File: src/rtl/phy_pkg.sv
// -----------------------------------------------------------------------------
// phy_pkg
// Shared definitions for the lane path: the byte width of a mux lane, the
// idle/training symbol, the lane byte type and the serializer state encoding.
// Also holds the bit-counter width and a small helper for word boundaries.
// -----------------------------------------------------------------------------
package phy_pkg;

   // Width of one byte lane leaving the 4-to-2 lane mux
   localparam int BYTE_W = 8;

   // Comma symbol used both for the training preamble and for idle fill
   localparam logic [BYTE_W-1:0] COM_SYM = 8'hBC;

   // Bits needed to count positions 0..BYTE_W-1 inside a serialized word
   localparam int CNT_W = $clog2(BYTE_W);

   // One byte as carried on a mux lane
   typedef logic [BYTE_W-1:0] lane_byte_t;

   // Serializer state: preamble first, then data/idle forever
   typedef enum logic {
      INIT   = 1'b0,
      ACTIVE = 1'b1
   } state_t;

   // A bit position of zero marks the first bit of a new word (load edge)
   function automatic logic word_start(input logic [CNT_W-1:0] pos);
      return (pos == '0);
   endfunction

endpackage

File: src/rtl/byte_fifo.sv
// -----------------------------------------------------------------------------
// byte_fifo
// Small first-word-fall-through byte FIFO. The head entry is always visible on
// dout so a consumer can pop and use it on the same edge.
//
// Ports
//   clk    in   clock, rising edge
//   reset  in   asynchronous, active-high; empties the FIFO
//   push   in   write din on this edge
//   pop    in   drop the head entry on this edge
//   din    in   byte to write
//   dout   out  current head entry (valid while empty is low)
//   count  out  number of stored entries, 0..DEPTH
//   full   out  count == DEPTH
//   empty  out  count == 0
//
// The caller qualifies push and pop: push only when not full or when a pop
// happens on the same edge, pop only when not empty. A push and pop on the
// same edge while full is legal: the head is read out before the write slot
// (which equals the head slot when full) is overwritten at the clock edge.
// -----------------------------------------------------------------------------
module byte_fifo
   import phy_pkg::*;
#(
   parameter int DEPTH = 4,
   localparam int AW = (DEPTH > 1) ? $clog2(DEPTH) : 1,
   localparam int CW = $clog2(DEPTH) + 1
) (
   input  logic              clk,
   input  logic              reset,
   input  logic              push,
   input  logic              pop,
   input  logic [BYTE_W-1:0] din,
   output logic [BYTE_W-1:0] dout,
   output logic [CW-1:0]     count,
   output logic              full,
   output logic              empty
);

   logic [BYTE_W-1:0] mem [DEPTH];

   logic [AW-1:0] wr_ptr_reg;
   logic [AW-1:0] rd_ptr_reg;
   logic [CW-1:0] count_reg;

   // Storage carries no reset; only the pointers and count define contents
   always_ff @(posedge clk) begin
      if (push) begin
         mem[wr_ptr_reg] <= din;
      end
   end

   // DEPTH is a power of two, so the pointers wrap naturally
   always_ff @(posedge clk or posedge reset) begin
      if (reset) begin
         wr_ptr_reg <= '0;
         rd_ptr_reg <= '0;
         count_reg  <= '0;
      end else begin
         if (push) begin
            wr_ptr_reg <= wr_ptr_reg + 1'b1;
         end
         if (pop) begin
            rd_ptr_reg <= rd_ptr_reg + 1'b1;
         end
         case ({push, pop})
            2'b10:   count_reg <= count_reg + 1'b1;
            2'b01:   count_reg <= count_reg - 1'b1;
            default: count_reg <= count_reg;
         endcase
      end
   end

   assign dout  = mem[rd_ptr_reg];
   assign count = count_reg;
   assign full  = (count_reg == CW'(DEPTH));
   assign empty = (count_reg == '0);

endmodule

File: src/rtl/lane_serializer.sv
// -----------------------------------------------------------------------------
// lane_serializer
// Consumes one byte lane from the lane mux, buffers accepted bytes in a FIFO
// and serializes them MSB-first at one bit per clock. After reset a preamble of
// INIT_COMS COM words is sent; afterwards COM fills every word slot for which
// no byte is buffered.
//
// Ports
//   clk         in   clock, rising edge
//   reset       in   asynchronous, active-high
//   data_in     in   byte from the mux lane
//   valid_in    in   data_in is offered to the FIFO on this edge
//   data_out    out  serial bit, registered
//   active_out  out  high while the word on data_out is a FIFO byte
//   fifo_full   out  FIFO holds DEPTH bytes
//   overflow    out  sticky: a byte was dropped since reset
//
// A word slot is 8 edges long; the edge where cnt is 0 loads the next word.
// -----------------------------------------------------------------------------
module lane_serializer
   import phy_pkg::*;
#(
   parameter int              DEPTH     = 4,
   parameter logic [BYTE_W-1:0] COM     = COM_SYM,
   parameter int              INIT_COMS = 4
) (
   input  logic              clk,
   input  logic              reset,
   input  logic [BYTE_W-1:0] data_in,
   input  logic              valid_in,
   output logic              data_out,
   output logic              active_out,
   output logic              fifo_full,
   output logic              overflow
);

   localparam int CW = $clog2(DEPTH) + 1;
   localparam int IW = $clog2(INIT_COMS + 1);

   state_t            state_reg,    state_next;
   logic [CNT_W-1:0]  cnt_reg,      cnt_next;
   logic [IW-1:0]     init_cnt_reg, init_cnt_next;
   // Holds the not-yet-sent bits 6..0 of the current word; bit 7 goes
   // straight to data_out on the load edge.
   logic [BYTE_W-2:0] shreg_reg,    shreg_next;
   logic              data_out_reg, data_out_next;
   logic              active_reg,   active_next;
   logic              overflow_reg, overflow_next;

   lane_byte_t        word;
   logic              load;
   logic              push;
   logic              pop;

   lane_byte_t        fifo_dout;
   logic [CW-1:0]     fifo_count;
   logic              fifo_full_int;
   logic              fifo_empty;

   byte_fifo #(
      .DEPTH (DEPTH)
   ) u_fifo (
      .clk   (clk),
      .reset (reset),
      .push  (push),
      .pop   (pop),
      .din   (data_in),
      .dout  (fifo_dout),
      .count (fifo_count),
      .full  (fifo_full_int),
      .empty (fifo_empty)
   );

   assign load = word_start(cnt_reg);

   // Pop uses the pre-edge empty flag, so a byte written on a load edge into
   // an empty FIFO waits for the following word slot (no bypass).
   assign pop  = load && (state_reg == ACTIVE) && !fifo_empty;

   // A full FIFO still accepts a write when the head leaves on the same edge
   assign push = valid_in && (!fifo_full_int || pop);

   always_comb begin
      state_next    = state_reg;
      cnt_next      = cnt_reg + 1'b1;
      init_cnt_next = init_cnt_reg;
      word          = COM;
      shreg_next    = {shreg_reg[BYTE_W-3:0], 1'b0};
      data_out_next = shreg_reg[BYTE_W-2];
      active_next   = active_reg;
      overflow_next = overflow_reg | (valid_in & ~push);

      if (load) begin
         active_next = 1'b0;
         case (state_reg)
            INIT: begin
               // The switch happens on the load edge of the last preamble
               // word, so the next load edge already serves the FIFO.
               init_cnt_next = init_cnt_reg + 1'b1;
               if (init_cnt_reg == IW'(INIT_COMS - 1)) begin
                  state_next = ACTIVE;
               end
            end
            ACTIVE: begin
               if (pop) begin
                  word        = fifo_dout;
                  active_next = 1'b1;
               end
            end
            default: begin
               state_next = INIT;
            end
         endcase
         shreg_next    = word[BYTE_W-2:0];
         data_out_next = word[BYTE_W-1];
      end
   end

   always_ff @(posedge clk or posedge reset) begin
      if (reset) begin
         state_reg    <= INIT;
         cnt_reg      <= '0;
         init_cnt_reg <= '0;
         shreg_reg    <= '0;
         data_out_reg <= 1'b0;
         active_reg   <= 1'b0;
         overflow_reg <= 1'b0;
      end else begin
         state_reg    <= state_next;
         cnt_reg      <= cnt_next;
         init_cnt_reg <= init_cnt_next;
         shreg_reg    <= shreg_next;
         data_out_reg <= data_out_next;
         active_reg   <= active_next;
         overflow_reg <= overflow_next;
      end
   end

   assign data_out   = data_out_reg;
   assign active_out = active_reg;
   assign overflow   = overflow_reg;
   assign fifo_full  = (fifo_count == CW'(DEPTH));

endmodule

File: config.mk
export PLATFORM = sky130hd
export DESIGN_NAME = lane_serializer
export DESIGN_NICKNAME = d
export VERILOG_FILES = /design/src/rtl/phy_pkg.sv /design/src/rtl/byte_fifo.sv /design/src/rtl/lane_serializer.sv
export SDC_FILE = /design/constraint.sdc
export NUM_CORES = 1
export LEC_CHECK = 0
export ABC_AREA = 1
export ABC_CLOCK_PERIOD_IN_PS = 5050
export CAP_MARGIN = 20
export CELL_PAD_IN_SITES_DETAIL_PLACEMENT = 1
export CELL_PAD_IN_SITES_GLOBAL_PLACEMENT = 2
export CORE_AREA = 2 2 80 82
export DETAILED_ROUTE_END_ITERATION = 10
export DIE_AREA = 0 0 82 84
export PLACE_DENSITY = 0.85
export SYNTH_ARGS = -nofsm -noshare
export SYNTH_HDL_FRONTEND = slang
export SYNTH_HIERARCHICAL = 1
export SYNTH_SLANG_ARGS = --single-unit
File: constraint.sdc
create_clock -name clk -period 5.05 [get_ports clk]
set_input_delay 1.01 -clock clk [delete_from_list [all_inputs] [get_ports clk]]
set_output_delay 1.01 -clock clk [all_outputs]
set_load 0.05 [all_outputs]
==> results of run 1 <==
==> per-stage QoR <==
| step | util [%] | instances | setup WS [ps] | power [mW] | hold WS [ps] |
|---|---|---|---|---|---|
| after CTS | 44.54 | 310 | 2243 | 1.336 | 462.9 |
| after global placement | 42.94 | 302 | 2126 | 1.057 | 434.6 |
| after floorplan | - | 218 | 2467 | 0.9858 | 418.2 |
| after detailed placement | 42.94 | 302 | 2076 | 1.072 | 447.8 |
| after global routing | 44.54 | 310 | 2097 | 1.410 | 493.4 |
| final | 44.54 | 310 | 2262 | 1.311 | 455.2 |
==> power by group <==
group / switching [mW] / total [mW] / internal [mW]
clock: 0.157 / 0.262 / 0.105
sequential: 0.0953 / 0.697 / 0.602
combinational: 0.217 / 0.352 / 0.135
total: 0.469 / 1.31 / 0.842
==> routing by layer <==
| metal | wire (um) | track usage [%] | part of all wire [%] |
|---|---|---|---|
| met1 | 1757 | 15.14 | 43 |
| met2 | 2153 | 23.43 | 53 |
| met3 | 115 | 3.896 | 2.8 |
| met4 | 68 | 5.000 | 1.7 |
| met5 | 0 | 0 | 0 |
==> how the worst min path moves through the flow <==
stage                     slack, ps  cells after the start                  from                    to
after floorplan                 420                      1  cnt_reg[0]$_DFF_PP0_  cnt_reg[0]$_DFF_PP0_
after global placement          430                      1  cnt_reg[0]$_DFF_PP0_  cnt_reg[0]$_DFF_PP0_
after detailed placement        450                      1  cnt_reg[0]$_DFF_PP0_  cnt_reg[0]$_DFF_PP0_
after CTS                       460                      1  cnt_reg[0]$_DFF_PP0_  cnt_reg[0]$_DFF_PP0_
after global routing            490                      1  cnt_reg[0]$_DFF_PP0_  cnt_reg[0]$_DFF_PP0_
final                           460                      1  cnt_reg[0]$_DFF_PP0_  cnt_reg[0]$_DFF_PP0_
==> cell families (layout without fill, tap and decap cells) <==
family                   count (synthesis)  in the layout  share of synthesized area [%]
buffers and inverters                   48             63                          9.239
XOR/XNOR                                 5              5                          1.787
AND/OR/NAND/NOR                         79             79                          13.89
adder cells (fa/ha/maj)                 10             10                          5.411
flip-flops                              56             56                          63.71
AO/OA/AOI/OAI                           20             20                          5.973
==> cell type report <==
class | count | area, sq um
clock buffer | 5 | 68.82
multi-input combinational | 114 | 663.1
tap | 77 | 96.34
fill | 674 | 3381
clock inverter | 3 | 28.78
inverter | 41 | 156.4
sequential | 56 | 1562
timing repair buffer | 14 | 140.1
==> critical path: cells and delay by family (launching register included) <==
kind / cells / cell delay (ps)
buf+inv: 1 / 820
flops: 1 / 440
simple gates: 1 / 200
==> layout by cell type (no fill, tap or decap) <==
cell type / Yosys / final
fa_1: 1 / 1
nand2_4: 2 / 2
inv_2: 9 / 9
o21ai_1: 2 / 2
nor3_1: 2 / 2
o21ai_2: 1 / 1
nor2_2: 1 / 1
nand3_1: 3 / 3
nand2_1: 50 / 50
nand3b_1: 1 / 1
ha_1: 9 / 9
a21boi_1: 1 / 1
inv_6: 0 / 2
o211ai_1: 16 / 16
nor2_4: 1 / 1
inv_1: 31 / 31
dfrtp_1: 24 / 24
nor2_1: 16 / 16
inv_8: 0 / 1
clkbuf_8: 0 / 5
xor2_1: 4 / 4
xnor2_1: 1 / 1
inv_4: 1 / 1
nor3b_1: 1 / 1
nand4_1: 1 / 1
clkdlybuf4s50_1: 0 / 14
nand2_2: 1 / 1
edfxtp_1: 32 / 32
==> metrics.csv, run 1 <==
stage,metric,value,unit
synthesis,Cell variety after synth,27,
layout,share of cells above drive strength 1,10.30,%
floorplanning,Die W,82,um
detailed_routing,via count,1427,
setup_path,CP cell instances,nor3b_1 -> clkdlybuf4s50_1,
global_route,antenna violations before repair,0,
synthesis,Seq cells post-synth,56,
synthesis,YS warnings,6,
sta,Layout Skew,11.50,ps
layout,post-route cell area,2715,sq um
sta,endpoints failing hold,0,
layout,number of flip-flops in the largest register,32,
clock_network,number of clock sinks,56,
detailed_routing,"wirelength, routed",4.094,mm
placement,gpl congestion,0.8063,
synthesis,Mapped Cells,218,
synthesis,syn_area_per_cell,11.24,sq um
sta,RSZ-0062 raised after global routing,no,
setup_path,CP arrival,1780,ps
sta,final worst-path cycle share,55.21,%
setup_path,capturing element type of the critical path,output pin,
global_route,grt total ovfl,0,
synthesis,Synth Flop Type,edfxtp_1,
setup_path,CP Launch Point,u_fifo/count[1]$_DFFE_PP0P_,
detailed_routing,initial drt markers,50,
setup_path,Worst R2R End,u_fifo/count[1]$_DFFE_PP0P_,
power,LEAKAGE,1.237,nW
floorplanning,full die area,6888,sq um
synthesis,mapped cell area,2451,sq um
layout,ANT cells,0,
placement,placed cell areas,2618,sq um
sta,achievable frequency,358.7,MHz
synthesis,Post-synth ARST share,42.86,%
detailed_routing,Via density,4.603,
detailed_routing,routed len/inst,13.21,um
synthesis,Synthesized Nets,239,
synthesis,most frequent cell after synthesis,nand2_1,
synthesis,Synth area leaders,"edfxtp_1 39%, dfrtp_1 25%, nand2_1 7.7%, o211ai_1 4.9%, inv_1 4.7%",
global_route,largest net degree at the start of global routing,35,
clock_network,clock slew at reported path FFs,110,ps
layout,Final #Nets,253,
power,pwr dens,482.7,nW/um^2
run_status,status,"finished, final reports clean",
worst_hold_path,Min-Delay Path Class,flip-flop to flip-flop,
layout,Layout area overhead,10.77,%
global_route,vias in the first global route,1438,
global_route,GR Util All Layers,13.42,%
setup_path,crit path to,fifo_full,
setup_path,Crit Path Max Fanout,5,
clock_network,CTS max path bufs,2,
clock_network,CTS buffer count,5,
synthesis,Yosys top cell area share,39.20,%
setup_path,critical path class,flip-flop to output pin,
placement,# port buffers,14,
synthesis,commonest cells in the netlist,"50 x nand2_1, 32 x edfxtp_1, 31 x inv_1",
setup_path,worst r2r src,cnt_reg[0]$_DFF_PP0_,
floorplanning,Die H,84,um
sta,Tmin final,2788,ps
floorplanning,number of cell rows,29,
synthesis,cell taking the most area after synthesis,edfxtp_1,
global_route,first-pass GRT wire length,6.796,mm
clock_network,clk_lat worst skew,310,ps
power,Peak VDD IR,203.9,uV
floorplanning,core area,6096,sq um
clock_network,CTS tree,built,
clock_network,H-tree depth,2,
sta,Final Setup Violations,0,
setup_path,max incr delay on CP,820,ps
clock_network,buffer count from post-CTS setup fixing,0,
sta,setup TNS,0,ps
setup_path,crit start category,flip-flop,
clock_network,Root Driver,clkbuf_8,
detailed_routing,first-pass iteration count of the detailed router,6,
detailed_routing,Detail Route Antenna Nets,0,
setup_path,R2R Setup Slk,2480,ps
synthesis,post-synthesis sequential area ratio,63.71,%
sta,Final Max Slew Viols,0,
job,maxcap violations,0,
floorplanning,Top-Level Pins,15,
floorplanning,Initial Util,40.21,%
setup_path,Register-to-Register Path Depth,11,
clock_network,PostCTS Resize Cnt,0,
setup_path,WP data required,4040,ps
synthesis,number of synthesized flops with an enable pin,32,
detailed_routing,# DRC,0,
setup_path,CP max-delay cell,clkdlybuf4s50_1,
sta,Worst Tran Pin Value,947.4,ps
placement,placed wire-length estimate,2.876,mm
clock_network,hold_buf cts,0,
sta,relative slew slack,36.84,%
Note: power is estimated with default switching activity, not from simulation.
==> run 2, diff against run 1 <==
--- a/config.mk
+++ b/config.mk
@@ -6,14 +6,14 @@
 export NUM_CORES = 1
 export LEC_CHECK = 0
 export ABC_AREA = 1
-export ABC_CLOCK_PERIOD_IN_PS = 5050
+export ABC_CLOCK_PERIOD_IN_PS = 2200
 export CAP_MARGIN = 20
 export CELL_PAD_IN_SITES_DETAIL_PLACEMENT = 1
 export CELL_PAD_IN_SITES_GLOBAL_PLACEMENT = 2
-export CORE_AREA = 2 2 80 82
+export CORE_AREA = 2 2 87 89
 export DETAILED_ROUTE_END_ITERATION = 10
-export DIE_AREA = 0 0 82 84
-export PLACE_DENSITY = 0.85
+export DIE_AREA = 0 0 89 91
+export PLACE_DENSITY = 0.76
 export SYNTH_ARGS = -nofsm -noshare
 export SYNTH_HDL_FRONTEND = slang
 export SYNTH_HIERARCHICAL = 1
==> constraint.sdc (replaced) <==
create_clock -name clk -period 2.2 [get_ports clk]
set_input_delay 0.44 -clock clk [delete_from_list [all_inputs] [get_ports clk]]
set_output_delay 0.44 -clock clk [all_outputs]
set_load 0.05 [all_outputs]
==> run 2 against run 1 <==
  * Combinational power grew to 2.7 times the previous value
  * Critical path depth rose by 11
  * Clock skew is 9.2 ps lower
  * Final cell count rose by 8.7%
  * Largest cell class unchanged
  * Worst setup slack got worse by 2100 ps
  * Clock power increased to 2.6 times the previous value
  * Via count up 3.6%
  * First-iteration DRC count rose by 10%
  * Wire length grew 7.6%
  * Cell area grew 3.2%
  * Hold slack worse by 54 ps
  * Sequential share of layout area fell by 1.8 points
==> metrics.csv, run 2 (synthesis gave the netlist of run 1 again) <==
stage,metric,value,unit,change
global_route,largest net degree at the start of global routing,35,,unchanged
floorplanning,Die W,89,um,+8.5%
sta,achievable frequency,495.9,MHz,
global_route,grt total ovfl,0,,unchanged
sta,final worst-path cycle share,91.67,%,
floorplanning,number of cell rows,31,,+6.9%
detailed_routing,initial drt markers,55,,+10%
sta,Tmin final,2017,ps,
detailed_routing,routed len/inst,13.08,um,-0.98%
global_route,vias in the first global route,1468,,+2.1%
sta,Hold WS,400.9,ps,-54.33 ps
power,pwr dens,1123,nW/um^2,+130%
sta,Layout Skew,2.290,ps,-9.214 ps
detailed_routing,# DRC,0,,unchanged
layout,"most common cell after layout, fill and taps aside",nand2_1,,
layout,Final #Nets,258,,+2.0%
global_route,first-pass GRT wire length,7.479,mm,+10%
floorplanning,full die area,8099,sq um,+18%
layout,Layout area overhead,14.34,%,
job,maxcap violations,0,,unchanged
floorplanning,core area,7137,sq um,+17%
clock_network,CTS tree,built,,
setup_path,CP max-delay cell,dfrtp_1,,
layout,post-route cell area,2803,sq um,+3.2%
placement,gpl congestion,0.7578,,-6.0%
clock_network,number of clock sinks,56,,unchanged
placement,placed cell areas,2680,sq um,+2.4%
sta,endpoints failing hold,0,,unchanged
floorplanning,Top-Level Pins,15,,unchanged
layout,number of flip-flops in the largest register,32,,unchanged
setup_path,capturing element type of the critical path,flip-flop,,
setup_path,CP cell instances,inv_1 -> ha_1 -> inv_1 -> nor2_4 -> nand2_4 -> inv_2 -> ha_2 -> inv_1 -> fa_1 -> nand2_1 -> nand3_1 -> nand2_1 -> nand2_1,,
clock_network,buffer count from post-CTS setup fixing,0,,unchanged
detailed_routing,Detail Route Antenna Nets,0,,unchanged
sta,Final Setup Violations,0,,unchanged
clock_network,CTS buffer count,5,,unchanged
sta,Final Max Slew Viols,0,,unchanged
detailed_routing,via count,1479,,+3.6%
power,Peak VDD IR,314.3,uV,+54%
worst_hold_path,Min-Delay Path Class,input port to asynchronous set/reset pin,,
floorplanning,Initial Util,34.34,%,-5.9 points
clock_network,clk_lat worst skew,310,ps,about the same
setup_path,CP arrival,2220,ps,+440 ps
clock_network,Root Driver,clkbuf_8,,
setup_path,critical path class,flip-flop to flip-flop,,
detailed_routing,first-pass iteration count of the detailed router,4,,-2
clock_network,clock slew at reported path FFs,100,ps,about the same
sta,Worst Tran Pin Value,660.4,ps,-286.9 ps
global_route,antenna violations before repair,0,,unchanged
detailed_routing,"wirelength, routed",4.407,mm,+7.6%
clock_network,hold_buf cts,0,,unchanged
layout,"commonest non-fill, non-tap cells in the layout","50 x nand2_1, 32 x edfxtp_1, 31 x inv_1, 24 x dfrtp_1",,
detailed_routing,Via density,4.389,,-4.7%
layout,utilization after layout,39.27,%,-5.3 points
setup_path,Crit Path Max Fanout,5,,unchanged
layout,share of cells above drive strength 1,13.45,%,+3.1 points
clock_network,PostCTS Resize Cnt,0,,unchanged
placement,placed wire-length estimate,3.126,mm,+8.7%
floorplanning,Die H,91,um,+8.3%
setup_path,WP data required,2400,ps,-1640 ps
placement,# port buffers,14,,unchanged
run_status,status,"finished, final reports clean",,
sta,relative slew slack,55.92,%,+19 points
setup_path,crit start category,flip-flop,,
power,LEAKAGE,1.267,nW,+2.4%
layout,ANT cells,0,,unchanged
clock_network,H-tree depth,2,,unchanged
setup_path,max incr delay on CP,390,ps,-430 ps
setup_path,Register-to-Register Path Depth,13,,+2
global_route,GR Util All Layers,12.37,%,-1.1 points
clock_network,CTS max path bufs,2,,unchanged
run 2: changes by cell type in the layout (fill, tap and decap cells not counted):
cell             delta
nor3_2              +1
inv_8               -1
clkbuf_1            +1
clkdlybuf4s50_1     -1
nor3_1              -1
a21boi_1            -1
inv_6               -1
buf_4               +6
bufinv_16           +1
ha_2                +1
ha_1                -1
a21boi_2            +1
run 2: area by class of cell:
cell class / count / area, sq um
Fill cell: 812 / 4334
Sequential cell: 56 / 1562
Timing Repair Buffer: 19 / 175.2
Clock inverter: 2 / 38.79
Inverter: 41 / 156.4
Multi-Input combinational cell: 114 / 674.4
Clock buffer: 6 / 72.57
Tap cell: 99 / 123.9
run 2: layer usage:
| layer | vias up | track usage [%] | wire, um |
|---|---|---|---|
| met5 | - | 0 | 0 |
| met4 | 0 | 4.104 | 79 |
| met3 | 6 | 3.000 | 138 |
| met2 | 22 | 20.83 | 2203 |
| met1 | 720 | 15.37 | 1986 |
| li1 | 731 | - | - |
run 2: path summary, 6_finish.rpt:
path,slack (ps),to,startpoint
max reg2reg,180,u_fifo/count[2]$_DFFE_PP0P_,cnt_reg[0]$_DFF_PP0_
min,400,u_fifo/count[0]$_DFFE_PP0P_,reset
max in group asynchronous,1230,shreg_reg[5]$_DFF_PP0_,reset
max,180,u_fifo/count[2]$_DFFE_PP0P_,cnt_reg[0]$_DFF_PP0_
min in group clk,450,cnt_reg[0]$_DFF_PP0_,cnt_reg[0]$_DFF_PP0_
min reg2reg,450,cnt_reg[0]$_DFF_PP0_,cnt_reg[0]$_DFF_PP0_
run 2: critical path, delay by kind of cell (launching register included):
kind / cells / cell delay, ps
adders and majority gates: 3 / 710
and+or+nand+nor: 6 / 510
DFF: 1 / 390
buffers and inverters: 4 / 300
run 2: where the power goes:
group	switching, mW	internal [mW]	leakage (nW)
clock network	0.342	0.345	0.0558
registers	0.134	1.38	0.570
logic	0.603	0.341	0.642
run 2: through the flow:
| stage | setup WS (ps) | TNS [ps] | power, mW | std cells |
|---|---|---|---|---|
| after floorplan | 186.8 | 0 | 2.263 | 218 |
| after global placement | 139.1 | 0 | 2.463 | 329 |
| after detailed placement | 49.25 | 0 | 2.503 | 329 |
| after CTS | 115.0 | 0 | 3.193 | 337 |
| after global routing | -2.570 | -2.570 | 3.393 | 337 |
| final | 183.3 | 0 | 3.147 | 337 |
